**config.mk**
```make
export PLATFORM = sky130hd
export DESIGN_NAME = uart_tx_fifo
export DESIGN_NICKNAME = d
export VERILOG_FILES = /design/src/rtl/uart_pkg.sv /design/src/rtl/uart_fifo.sv /design/src/rtl/uart_tx_fifo.sv
export SDC_FILE = /design/constraint.sdc
export NUM_CORES = 1
export LEC_CHECK = 0
export ABC_AREA = 1
export CORE_ASPECT_RATIO = 1.25
export CORE_UTILIZATION = 66
export DETAILED_ROUTE_END_ITERATION = 12
export GPL_ROUTABILITY_DRIVEN = 0
export HOLD_SLACK_MARGIN = 0.02
export MAX_ROUTING_LAYER = met4
export PLACE_DENSITY = 0.95
export RECOVER_POWER = 100
export SLEW_MARGIN = 10
export SYNTH_ARGS = -nofsm -noshare
export SYNTH_HDL_FRONTEND = slang
export SYNTH_SLANG_ARGS = --single-unit
```
**constraint.sdc**
```tcl
create_clock -name clk_i -period 4 [get_ports clk_i]
set_clock_uncertainty 0.15 [all_clocks]
set_input_delay 0.8 -clock clk_i [delete_from_list [all_inputs] [get_ports clk_i]]
set_output_delay 0.8 -clock clk_i [all_outputs]
set_load 0.03 [all_outputs]
```
**src/rtl/uart_pkg.sv**
```systemverilog
// Shared types, frame constants and baud divider helper for the UART
// transmitter with its byte FIFO.
package uart_pkg;

    typedef enum logic [1:0] {
        IDLE  = 2'd0,
        START = 2'd1,
        DATA  = 2'd2,
        STOP  = 2'd3
    } uart_state_t;

    // start + 8 data + stop
    localparam int FRAME_BITS = 10;

    function automatic int calc_div(input int clk_freq, input int baudrate);
        return clk_freq / baudrate;
    endfunction

endpackage

```
**src/rtl/uart_fifo.sv**
```systemverilog
// Show-ahead byte FIFO: head byte is always visible on data_o, flush wins
// over push, and occupancy is held in a registered level counter.
module uart_fifo #(
    parameter int DEPTH = 16
) (
    input  logic                     clk_i,
    input  logic                     rst_ni,
    input  logic                     flush_i,
    input  logic                     push_i,
    input  logic [7:0]               data_i,
    input  logic                     pop_i,
    output logic [7:0]               data_o,
    output logic [$clog2(DEPTH):0]   level_o,
    output logic                     full_o,
    output logic                     empty_o
);

    localparam int AW = $clog2(DEPTH);
    localparam int LW = AW + 1;

    logic [7:0]    mem_r [DEPTH];
    logic [AW-1:0] wr_ptr_r;
    logic [AW-1:0] rd_ptr_r;
    logic [LW-1:0] level_r;
    logic          do_push_s;
    logic          do_pop_s;

    // Status flags come from the registered level only, so a same-cycle pop
    // never opens the input while the FIFO is full.
    always_comb begin
        full_o    = (level_r == LW'(DEPTH));
        empty_o   = (level_r == {LW{1'b0}});
        do_push_s = push_i & ~full_o & ~flush_i;
        do_pop_s  = pop_i & ~empty_o;
    end

    assign data_o  = mem_r[rd_ptr_r];
    assign level_o = level_r;

    // Pointers wrap naturally because DEPTH is a power of two.
    always_ff @(posedge clk_i or negedge rst_ni) begin
        if (!rst_ni) begin
            wr_ptr_r <= {AW{1'b0}};
            rd_ptr_r <= {AW{1'b0}};
            level_r  <= {LW{1'b0}};
        end else if (flush_i) begin
            wr_ptr_r <= {AW{1'b0}};
            rd_ptr_r <= {AW{1'b0}};
            level_r  <= {LW{1'b0}};
        end else begin
            if (do_push_s) begin
                wr_ptr_r <= wr_ptr_r + AW'(1);
            end
            if (do_pop_s) begin
                rd_ptr_r <= rd_ptr_r + AW'(1);
            end
            case ({do_push_s, do_pop_s})
                2'b10:   level_r <= level_r + LW'(1);
                2'b01:   level_r <= level_r - LW'(1);
                default: level_r <= level_r;
            endcase
        end
    end

    // Storage array; contents are qualified by the level, so no reset needed.
    always_ff @(posedge clk_i) begin
        if (do_push_s) begin
            mem_r[wr_ptr_r] <= data_i;
        end
    end

endmodule

```
**src/rtl/uart_tx_fifo.sv**
```systemverilog
// 8N1 UART transmitter fed from a byte FIFO. The serializer pops the head
// byte on entering START and sends frames back-to-back while bytes remain.
module uart_tx_fifo
    import uart_pkg::*;
#(
    parameter int CLK_FREQ   = 50000000,
    parameter int BAUDRATE   = 1000000,
    parameter int FIFO_DEPTH = 16
) (
    input  logic                          clk_i,
    input  logic                          rst_ni,
    input  logic [7:0]                    data_i,
    input  logic                          valid_i,
    output logic                          ready_o,
    input  logic                          flush_i,
    output logic                          txd_o,
    output logic                          busy_o,
    output logic [$clog2(FIFO_DEPTH):0]   level_o
);

    localparam int              DIV      = calc_div(CLK_FREQ, BAUDRATE);
    localparam int              CW       = (DIV > 1) ? $clog2(DIV) : 1;
    localparam logic [CW-1:0]   CNT_LAST = CW'(DIV - 1);
    localparam logic [2:0]      LAST_BIT = 3'(FRAME_BITS - 3);
    localparam int              LW       = $clog2(FIFO_DEPTH) + 1;

    uart_state_t   state_r;
    logic [CW-1:0] cnt_r;
    logic [2:0]    bit_idx_r;
    logic [7:0]    shift_r;
    logic          txd_r;

    logic [7:0]    head_s;
    logic [LW-1:0] level_s;
    logic          full_s;
    logic          empty_s;
    logic          pop_s;
    logic          bit_end_s;

    uart_fifo #(
        .DEPTH   (FIFO_DEPTH)
    ) u_fifo (
        .clk_i   (clk_i),
        .rst_ni  (rst_ni),
        .flush_i (flush_i),
        .push_i  (valid_i),
        .data_i  (data_i),
        .pop_i   (pop_s),
        .data_o  (head_s),
        .level_o (level_s),
        .full_o  (full_s),
        .empty_o (empty_s)
    );

    // Pop on leaving IDLE or at the end of a stop bit when more bytes wait.
    always_comb begin
        bit_end_s = (cnt_r == CNT_LAST);
        pop_s     = 1'b0;
        case (state_r)
            IDLE:    pop_s = ~empty_s;
            STOP:    pop_s = bit_end_s & ~empty_s;
            default: pop_s = 1'b0;
        endcase
    end

    // Serializer; txd_r is registered from the current state, so the line
    // trails the state by one cycle and every bit still lasts DIV cycles.
    always_ff @(posedge clk_i or negedge rst_ni) begin
        if (!rst_ni) begin
            state_r   <= IDLE;
            cnt_r     <= {CW{1'b0}};
            bit_idx_r <= 3'd0;
            shift_r   <= 8'h00;
            txd_r     <= 1'b1;
        end else begin
            case (state_r)
                IDLE: begin
                    txd_r <= 1'b1;
                    cnt_r <= {CW{1'b0}};
                    if (pop_s) begin
                        shift_r <= head_s;
                        state_r <= START;
                    end
                end
                START: begin
                    txd_r <= 1'b0;
                    if (bit_end_s) begin
                        cnt_r     <= {CW{1'b0}};
                        bit_idx_r <= 3'd0;
                        state_r   <= DATA;
                    end else begin
                        cnt_r <= cnt_r + CW'(1);
                    end
                end
                DATA: begin
                    txd_r <= shift_r[bit_idx_r];
                    if (bit_end_s) begin
                        cnt_r     <= {CW{1'b0}};
                        bit_idx_r <= bit_idx_r + 3'd1;
                        if (bit_idx_r == LAST_BIT) begin
                            state_r <= STOP;
                        end
                    end else begin
                        cnt_r <= cnt_r + CW'(1);
                    end
                end
                STOP: begin
                    txd_r <= 1'b1;
                    if (bit_end_s) begin
                        cnt_r <= {CW{1'b0}};
                        if (pop_s) begin
                            shift_r <= head_s;
                            state_r <= START;
                        end else begin
                            state_r <= IDLE;
                        end
                    end else begin
                        cnt_r <= cnt_r + CW'(1);
                    end
                end
                default: begin
                    txd_r   <= 1'b1;
                    state_r <= IDLE;
                end
            endcase
        end
    end

    assign txd_o   = txd_r;
    assign ready_o = ~full_s;
    assign level_o = level_s;
    assign busy_o  = (state_r != IDLE) | (level_s != {LW{1'b0}});

endmodule

```
==> key figures, run 1 <==
Power and ir drop
  – Cell internal pwr: 2840 uW
  – Switch share: 0.207
  – Total power per unit cell area: ~460 nW/um^2
  – IR Drop Worst-Case VDD: approximately 370 uV
  – Sequential power share: 0.515
  – Net load switching power: roughly 740 uW
  – Share of total power in combinational logic: 0.034
  – P_leak: 0.00279 uW
  – Clock network power share: 0.451

Clock tree
  – Clock tree from TritonCTS: built
  – Worst skew pair latency: 430 ps
  – Number of sinks handled by clock tree synthesis: 161
  – Post-cts resize count: 0
  – Root buffer cell: sky130_fd_sc_hd__clkbuf_16
  – Post-CTS clock slew at the launch and capture registers of the worst setup and hold paths: 60 ps
  – Clk buf depth: 2
  – CTS buffer count: 17
  – Hold buffer count at CTS: 0
  – Buffer count from post-CTS setup fixing: 0
  – Level count of the clock H-tree: 4

Setup path
  – Setup Crit Path Kind: reg -> reg
  – CP endpoint kind: register
  – Required time of the critical path: roughly 4200 ps
  – Worst-case register-to-register setup slack: 890 ps
  – Maximum fanout count along the critical path: 7
  – Reg2Reg Launch Point: cnt_r[1]$_DFF_PN0_
  – FF-to-FF End: u_fifo.level_o[4]$_DFFE_PN0P_
  – Number of cells traversed by the worst register-to-register path: 18
  – Signal arrival time at the worst endpoint: 3280 ps
  – Nature of the critical path startpoint: register

Synthesis
  – Post-synthesis async set-or-reset flop share: 0.205
  – Cell count after synthesis: 584
  – Post-synthesis sequential area ratio: 0.675
  – Syn nets: slightly above 600
  – Mean instance size in the synthesized netlist: between 10 and 15 sq um
  – Cell taking the most area after synthesis: sky130_fd_sc_hd__edfxtp_1
  – Number of warnings reported in the yosys synthesis log: 0
  – Count of distinct cell types in the synthesized netlist: 37
  – Proportion of netlist area held by the largest area contributor: 0.555
  – Number of flip-flops and latches in the synthesized netlist: 161
  – Cells taking the most area after synthesis: sky130_fd_sc_hd__edfxtp_1 (56%), sky130_fd_sc_hd__dfrtp_1 (12%), sky130_fd_sc_hd__o21ai_0 (5.8%), sky130_fd_sc_hd__nor2_1 (5.0%), sky130_fd_sc_hd__ha_1 (3.1%)
  – Mapped Area: 6920 sq um
  – EDFF count, synth: 128
  – Most used DFF post-synth: sky130_fd_sc_hd__edfxtp_1

Floorplanning
  – Area of the core: roughly 10000 sq um
  – Number of rows created at floorplan: 41
  – Area of the die: between 10000 and 15000 sq um
  – Ports placed on the boundary: 20
  – Die height: 116 um
  – Effective utilization at floorplan: 0.681
  – Die width: 93.6 um

Placement
  – Post-DP HPWL: 10.7 mm
  – Number of buffer cells added on primary ports: 19
  – Setup slack after placement: 779 ps

Drt
  – Total iterations of the first detailed-routing run: 6
  – Remaining antenna violation count: 0
  – Detailed-route via count: between 4000 and 5000
  – Post-route DRC: 0
  – DRT iter0 DRCs: 619
  – Average detailed-routed wire length per instance: 23.0 um
  – Vias per std cell: 6.64
  – Wire length reported by the detailed router: 17.1 mm

Hold path
  – End point of the most critical hold path: shift_r[5]$_DFFE_PN0P_
  – Worst hold path cell count: 1
  – Launch point of the worst hold path: shift_r[5]$_DFFE_PN0P_
  – Path category of the worst min-delay check: reg -> reg

Final layout
  – Area grow syn2layout: 11.4%
  – Most frequent cells in the layout: sky130_fd_sc_hd__edfxtp_1 (128), sky130_fd_sc_hd__nor2_1 (96), sky130_fd_sc_hd__o21ai_0 (80)
  – Commonest non-fill, non-tap cell in the layout: sky130_fd_sc_hd__edfxtp_1
  – Number of nets in the final layout: 628
  – Antenna Cells: 0
  – Share of layout cells above drive strength 1: 0.0752

STA
  – Pin slew with the least headroom to its limit: ~1800 ps
  – Rel. slew slack: -0.206
  – Final Critical Period: 3110 ps
  – Setup repair after global routing missed its margin: false
  – Count of endpoints failing hold in the final timing report: 0
  – Number of pins with negative max-slew slack in the final report: 34
  – Setup TNS Final: 0 ps
  – Achievable Freq: 321 MHz
  – Part of the cycle the worst path needs: 0.778
  – Setup-violating endpoint count in the final report: 0
  – Worst setup slack after layout: about 890 ps

Flow run
  – Max_cap viols: 1

Global routing
  – Largest net degree at the start of global routing: 67
  – Antenna violations before repair: 0
  – GRT overflow: 0
  – First-pass GRT wire length: 25.8 mm
  – Number of global-route vias before repair: 4749
  – Aggregate global-route resource usage: 0.346

Outcome
  – Violated checks: max-capacitance violations, max-slew violations
  – Status: complete, but fails checks
[worst max path at each step]
stage / from / end / slack (ps) / depth (start not counted)
finish: cnt_r[1]$_DFF_PN0_ / u_fifo.level_o[4]$_DFFE_PN0P_ / 890 / 18
global route: cnt_r[1]$_DFF_PN0_ / u_fifo.level_o[4]$_DFFE_PN0P_ / 520 / 16
CTS: state_r[0]$_DFFE_PN0P_ / busy_o / 990 / 4
detailed placement: flush_i / u_fifo.mem_r[12][3]$_DFFE_PP_ / 780 / 6
global placement: flush_i / u_fifo.mem_r[8][2]$_DFFE_PP_ / 940 / 6
floorplan: flush_i / u_fifo.mem_r[0][0]$_DFFE_PP_ / 1690 / 5
[layout make-up]
cell class | instances | area [sq um]
clock buffers | 22 | 444
multi-input cells | 358 | 1940
fillers | 582 | 2450
clock inverters | 10 | 136
well taps | 129 | 161
inverters | 39 | 149
repair buffers | 22 | 209
flip-flops and latches | 161 | 4670
[critical path, cell delays in order, from the launching register on]
cell and delay [ps]:
sky130_fd_sc_hd__dfrtp_1 400, sky130_fd_sc_hd__inv_1 60, sky130_fd_sc_hd__ha_1 160, sky130_fd_sc_hd__nand3_2 70
sky130_fd_sc_hd__nor2_1 310, sky130_fd_sc_hd__nor2_1 170, sky130_fd_sc_hd__nor2_1 460, sky130_fd_sc_hd__nand2_1 290
sky130_fd_sc_hd__nand2_1 130, sky130_fd_sc_hd__nand2_1 50, sky130_fd_sc_hd__inv_1 90, sky130_fd_sc_hd__ha_1 160
sky130_fd_sc_hd__inv_1 40, sky130_fd_sc_hd__nand2_1 90, sky130_fd_sc_hd__nand3_1 100, sky130_fd_sc_hd__nand2_1 80
sky130_fd_sc_hd__nand2_1 60, sky130_fd_sc_hd__nand3_1 70, sky130_fd_sc_hd__nand2_1 60
[through the flow]
| step | hold WS [ps] | instance area [sq um] | cells | total power, uW | utilization |
|---|---|---|---|---|---|
| after detailed placement | 330 | 7180 | 709 | 2000 | 0.706 |
| after CTS | 343 | 7760 | 741 | 3570 | 0.764 |
| final | 343 | 7710 | 741 | 3580 | 0.759 |
| after global routing | 361 | 7710 | 741 | 3650 | 0.759 |
| after global placement | 323 | 7180 | 709 | 1990 | 0.706 |
| after floorplan | 309 | 6920 | 584 | 1930 | - |
[power groups by stage]
| stage | clock [uW] | sequential, uW | combinational [uW] |
|---|---|---|---|
| after floorplan | 0 | 1880 | 46.0 |
| after global placement | 0 | 1870 | 117 |
| after detailed placement | 0 | 1880 | 124 |
| after CTS | 1600 | 1840 | 125 |
| after global routing | 1680 | 1840 | 129 |
| final | 1620 | 1840 | 121 |
[cells by family after synthesis]
family / Yosys count / share of synthesized area
fa+ha+maj: 17 / 0.0307
flops: 161 / 0.675
xor+xnor: 3 / 0.00380
simple gates: 188 / 0.120
compound gates: 150 / 0.132
buf+inv: 65 / 0.0387
[registers in the layout, summed over array words and instances, names as in the netlist]
name	flops
u_fifo.mem_r	128
shift_r	8
cnt_r	6
u_fifo.level_o	5
u_fifo.rd_ptr_r	4
u_fifo.wr_ptr_r	4
bit_idx_r	3
state_r	2
txd_o	1
[cell usage after synthesis (5+ instances only)]
library cell               count
sky130_fd_sc_hd__ha_1         17
sky130_fd_sc_hd__buf_2         5
sky130_fd_sc_hd__nand3_1      27
sky130_fd_sc_hd__o211ai_1     10
sky130_fd_sc_hd__clkbuf_1     18
sky130_fd_sc_hd__o22ai_1      11
sky130_fd_sc_hd__nor2_1       93
sky130_fd_sc_hd__edfxtp_1    128
sky130_fd_sc_hd__a21oi_1      12
sky130_fd_sc_hd__o221ai_1     23
sky130_fd_sc_hd__dfrtp_1      32
sky130_fd_sc_hd__nand2_2       6
sky130_fd_sc_hd__inv_1        33
sky130_fd_sc_hd__o21ai_0      80
sky130_fd_sc_hd__nand2_1      45
sky130_fd_sc_hd__inv_2         5
[layer usage]
layer	up-vias	GRT usage	routed length [um]	part of all wire
met1	2317	0.382	6070	0.36
li1	2142	-	-	-
met5	-	-	0	0
met2	367	0.577	8560	0.50
met4	0	0.199	1010	0.059
met3	93	0.0814	1420	0.083
Note: power is estimated with default switching activity, not from simulation.
==> run 2: changes to the inputs <==
Settings changed: CORE_UTILIZATION 66 to 61, PLACE_DENSITY 0.95 to 0.9.
Clock period 4 ns to 3.1 ns, I/O delays scaled along.
==> run 2 against run 1 <==
  * The run still ends with max-capacitance violations, max-slew violations left
  * Flip-flop and latch count unchanged
  * Worst setup slack worse by 620 ps
  * Core utilization down 5.4 points
  * Global-route usage down 4.0 points
  * Critical endpoint is now ready_o
  * Largest power group unchanged
==> key figures, run 2 (synthesis results as in run 1) <==
Floorplanning
  – Die height: 121 um (was 116 um)
  – Area of the core: 11100 sq um (was 10200 sq um)
  – Die width: 97.3 um (was 93.6 um)
  – Ports placed on the boundary: 20 (unchanged)
  – Effective utilization at floorplan: 0.624 (was 0.681)
  – Number of rows created at floorplan: 43 (was 41)
  – Area of the die: 11800 sq um (was 10900 sq um)

Placement
  – Post-DP HPWL: 10.3 mm (was 10.7 mm)
  – Number of buffer cells added on primary ports: 19 (unchanged)
  – Setup slack after placement: 198 ps (was 779 ps)

STA
  – Setup TNS Final: 0 ps (unchanged)
  – Pin slew with the least headroom to its limit: 1750 ps (was 1810 ps)
  – Final Critical Period: 2830 ps
  – Setup-violating endpoint count in the final report: 0 (unchanged)
  – Count of endpoints failing hold in the final timing report: 0 (unchanged)
  – Setup repair after global routing missed its margin: false (unchanged)
  – Part of the cycle the worst path needs: 0.912
  – Rel. slew slack: -0.167 (was -0.206)
  – Number of pins with negative max-slew slack in the final report: 34 (unchanged)
  – Achievable Freq: 354 MHz
  – Worst setup slack after layout: 273 ps (was 888 ps)

Outcome
  – Status: complete, but fails checks (unchanged)
  – Violated checks: max-capacitance violations, max-slew violations (unchanged)

Setup path
  – Required time of the critical path: 2330 ps (was 4170 ps)
  – Number of cells traversed by the worst register-to-register path: 14 (was 18)
  – Maximum fanout count along the critical path: 6 (was 7)
  – CP endpoint kind: primary output (was register)
  – Nature of the critical path startpoint: register (unchanged)
  – Signal arrival time at the worst endpoint: 2060 ps (was 3280 ps)
  – Setup Crit Path Kind: reg -> out (was reg -> reg)

Drt
  – Detailed-route wire length on metal 1: 6.03 mm (was 6.07 mm)
  – Average detailed-routed wire length per instance: 21.2 um (was 23.0 um)
  – Wire length reported by the detailed router: 16.3 mm (was 17.1 mm)
  – DR WL met3: 1.13 mm (was 1.42 mm)
  – Remaining antenna violation count: 0 (unchanged)
  – Total iterations of the first detailed-routing run: 6 (unchanged)
  – Post-route DRC: 0 (unchanged)
  – Top layer in use: met4 (unchanged)
  – Detail Route met2 WL: 8.30 mm (was 8.56 mm)
  – Vias per std cell: 6.47 (was 6.64)
  – DRT iter0 DRCs: 706 (was 619)
  – Detailed-route via count: 4961 (was 4919)

Hold path
  – Worst hold path cell count: 1 (unchanged)
  – Path category of the worst min-delay check: reg -> reg (unchanged)

Power and ir drop
  – P_leak: 0.00285 uW (was 0.00279 uW)
  – IR Drop Worst-Case VDD: 393 uV (was 371 uV)
  – Total power per unit cell area: 586 nW/um^2 (was 464 nW/um^2)

Flow run
  – Max_cap viols: 1 (unchanged)

Final layout
  – Antenna Cells: 0 (unchanged)
  – Number of nets in the final layout: 648 (was 628)
  – Commonest non-fill, non-tap cell in the layout: sky130_fd_sc_hd__edfxtp_1 (unchanged)
  – Most flops, register: u_fifo.mem_r (unchanged)
  – Most frequent cells in the layout: sky130_fd_sc_hd__edfxtp_1 (128), sky130_fd_sc_hd__nor2_1 (95), sky130_fd_sc_hd__o21ai_0 (80) (was sky130_fd_sc_hd__edfxtp_1 (128), sky130_fd_sc_hd__nor2_1 (96), sky130_fd_sc_hd__o21ai_0 (80))
  – Area grow syn2layout: 12.9% (was 11.4%)
  – Largest registers: u_fifo.mem_r x128, shift_r x8, cnt_r x6 (unchanged)
  – Share of layout cells above drive strength 1: 0.0854 (was 0.0752)
  – Layout fillers: 761 (was 582)
  – Max FFs per register: 128 (unchanged)

Global routing
  – First-pass GRT wire length: 26.2 mm (was 25.8 mm)
  – Aggregate global-route resource usage: 0.306 (was 0.346)
  – Antenna violations before repair: 0 (unchanged)
  – Largest net degree at the start of global routing: 67 (unchanged)
  – GRT overflow: 0 (unchanged)
  – Number of global-route vias before repair: 5018 (was 4749)

Clock tree
  – CTS buffer count: 17 (unchanged)
  – Worst skew pair latency: 430 ps (about the same)
  – Number of sinks handled by clock tree synthesis: 161 (unchanged)
  – Buffer count from post-CTS setup fixing: 0 (unchanged)
  – Clock tree from TritonCTS: built (unchanged)
  – Root buffer cell: sky130_fd_sc_hd__clkbuf_16 (unchanged)
  – Post-cts resize count: 0 (unchanged)
  – Post-CTS clock slew at the launch and capture registers of the worst setup and hold paths: 70 ps (was 60 ps)
  – Level count of the clock H-tree: 4 (unchanged)
  – Clk buf depth: 2 (unchanged)
  – Hold buffer count at CTS: 0 (unchanged)
[run 2: stage by stage]
step	total power, uW	hold WS [ps]	instance area (sq um)	instances	util
after floorplan	2480	174	6920	584	-
final	4580	341	7810	767	0.705
after global routing	4680	356	7810	767	0.705
after CTS	4590	345	7920	767	0.714
after global placement	2570	320	7330	735	0.662
after detailed placement	2580	331	7330	735	0.662
[run 2: final timing paths]
path	slack [ps]	endpoint	startpoint
worst max-delay path	270	ready_o	u_fifo.level_o[0]$_DFFE_PN0P_
worst min-delay path	340	shift_r[5]$_DFFE_PN0P_	shift_r[5]$_DFFE_PN0P_
worst max register to register	340	u_fifo.level_o[4]$_DFFE_PN0P_	state_r[0]$_DFFE_PN0P_
max in group asynchronous	740	u_fifo.wr_ptr_r[2]$_DFFE_PN0P_	rst_ni
min in group asynchronous	1040	shift_r[0]$_DFFE_PN0P_	rst_ni
worst min register to register	340	shift_r[5]$_DFFE_PN0P_	shift_r[5]$_DFFE_PN0P_
[run 2: critical path, stage by stage, from the launching register on]
cell and delay, ps:
sky130_fd_sc_hd__dfrtp_1 450, sky130_fd_sc_hd__nor2_1 220, sky130_fd_sc_hd__nand3_1 210, sky130_fd_sc_hd__dlygate4sd3_1 750
[run 2: cell type report]
cell class,count,area (sq um),share of cell area
well taps,135,169,0.0216
clock inverters,15,158,0.0202
flip-flops and latches,161,4670,0.598
inverters,39,148,0.0189
clock buffers,17,425,0.0545
multi-input cells,358,1950,0.249
repair buffers,42,295,0.0378
[run 2: metal layers]
metal  vias to the layer above  GRT usage
li1                       2187          -
met1                      2391      0.359
met2                       302      0.508
met3                        81     0.0553
met4                         0      0.164
met5                         -          -
[run 2: where the power goes]
group | internal [uW] | switching, uW | total (uW)
clock | 1190 | 861 | 2050
combinational | 43.3 | 106 | 149
sequential | 2360 | 16.7 | 2380
total | 3590 | 983 | 4580
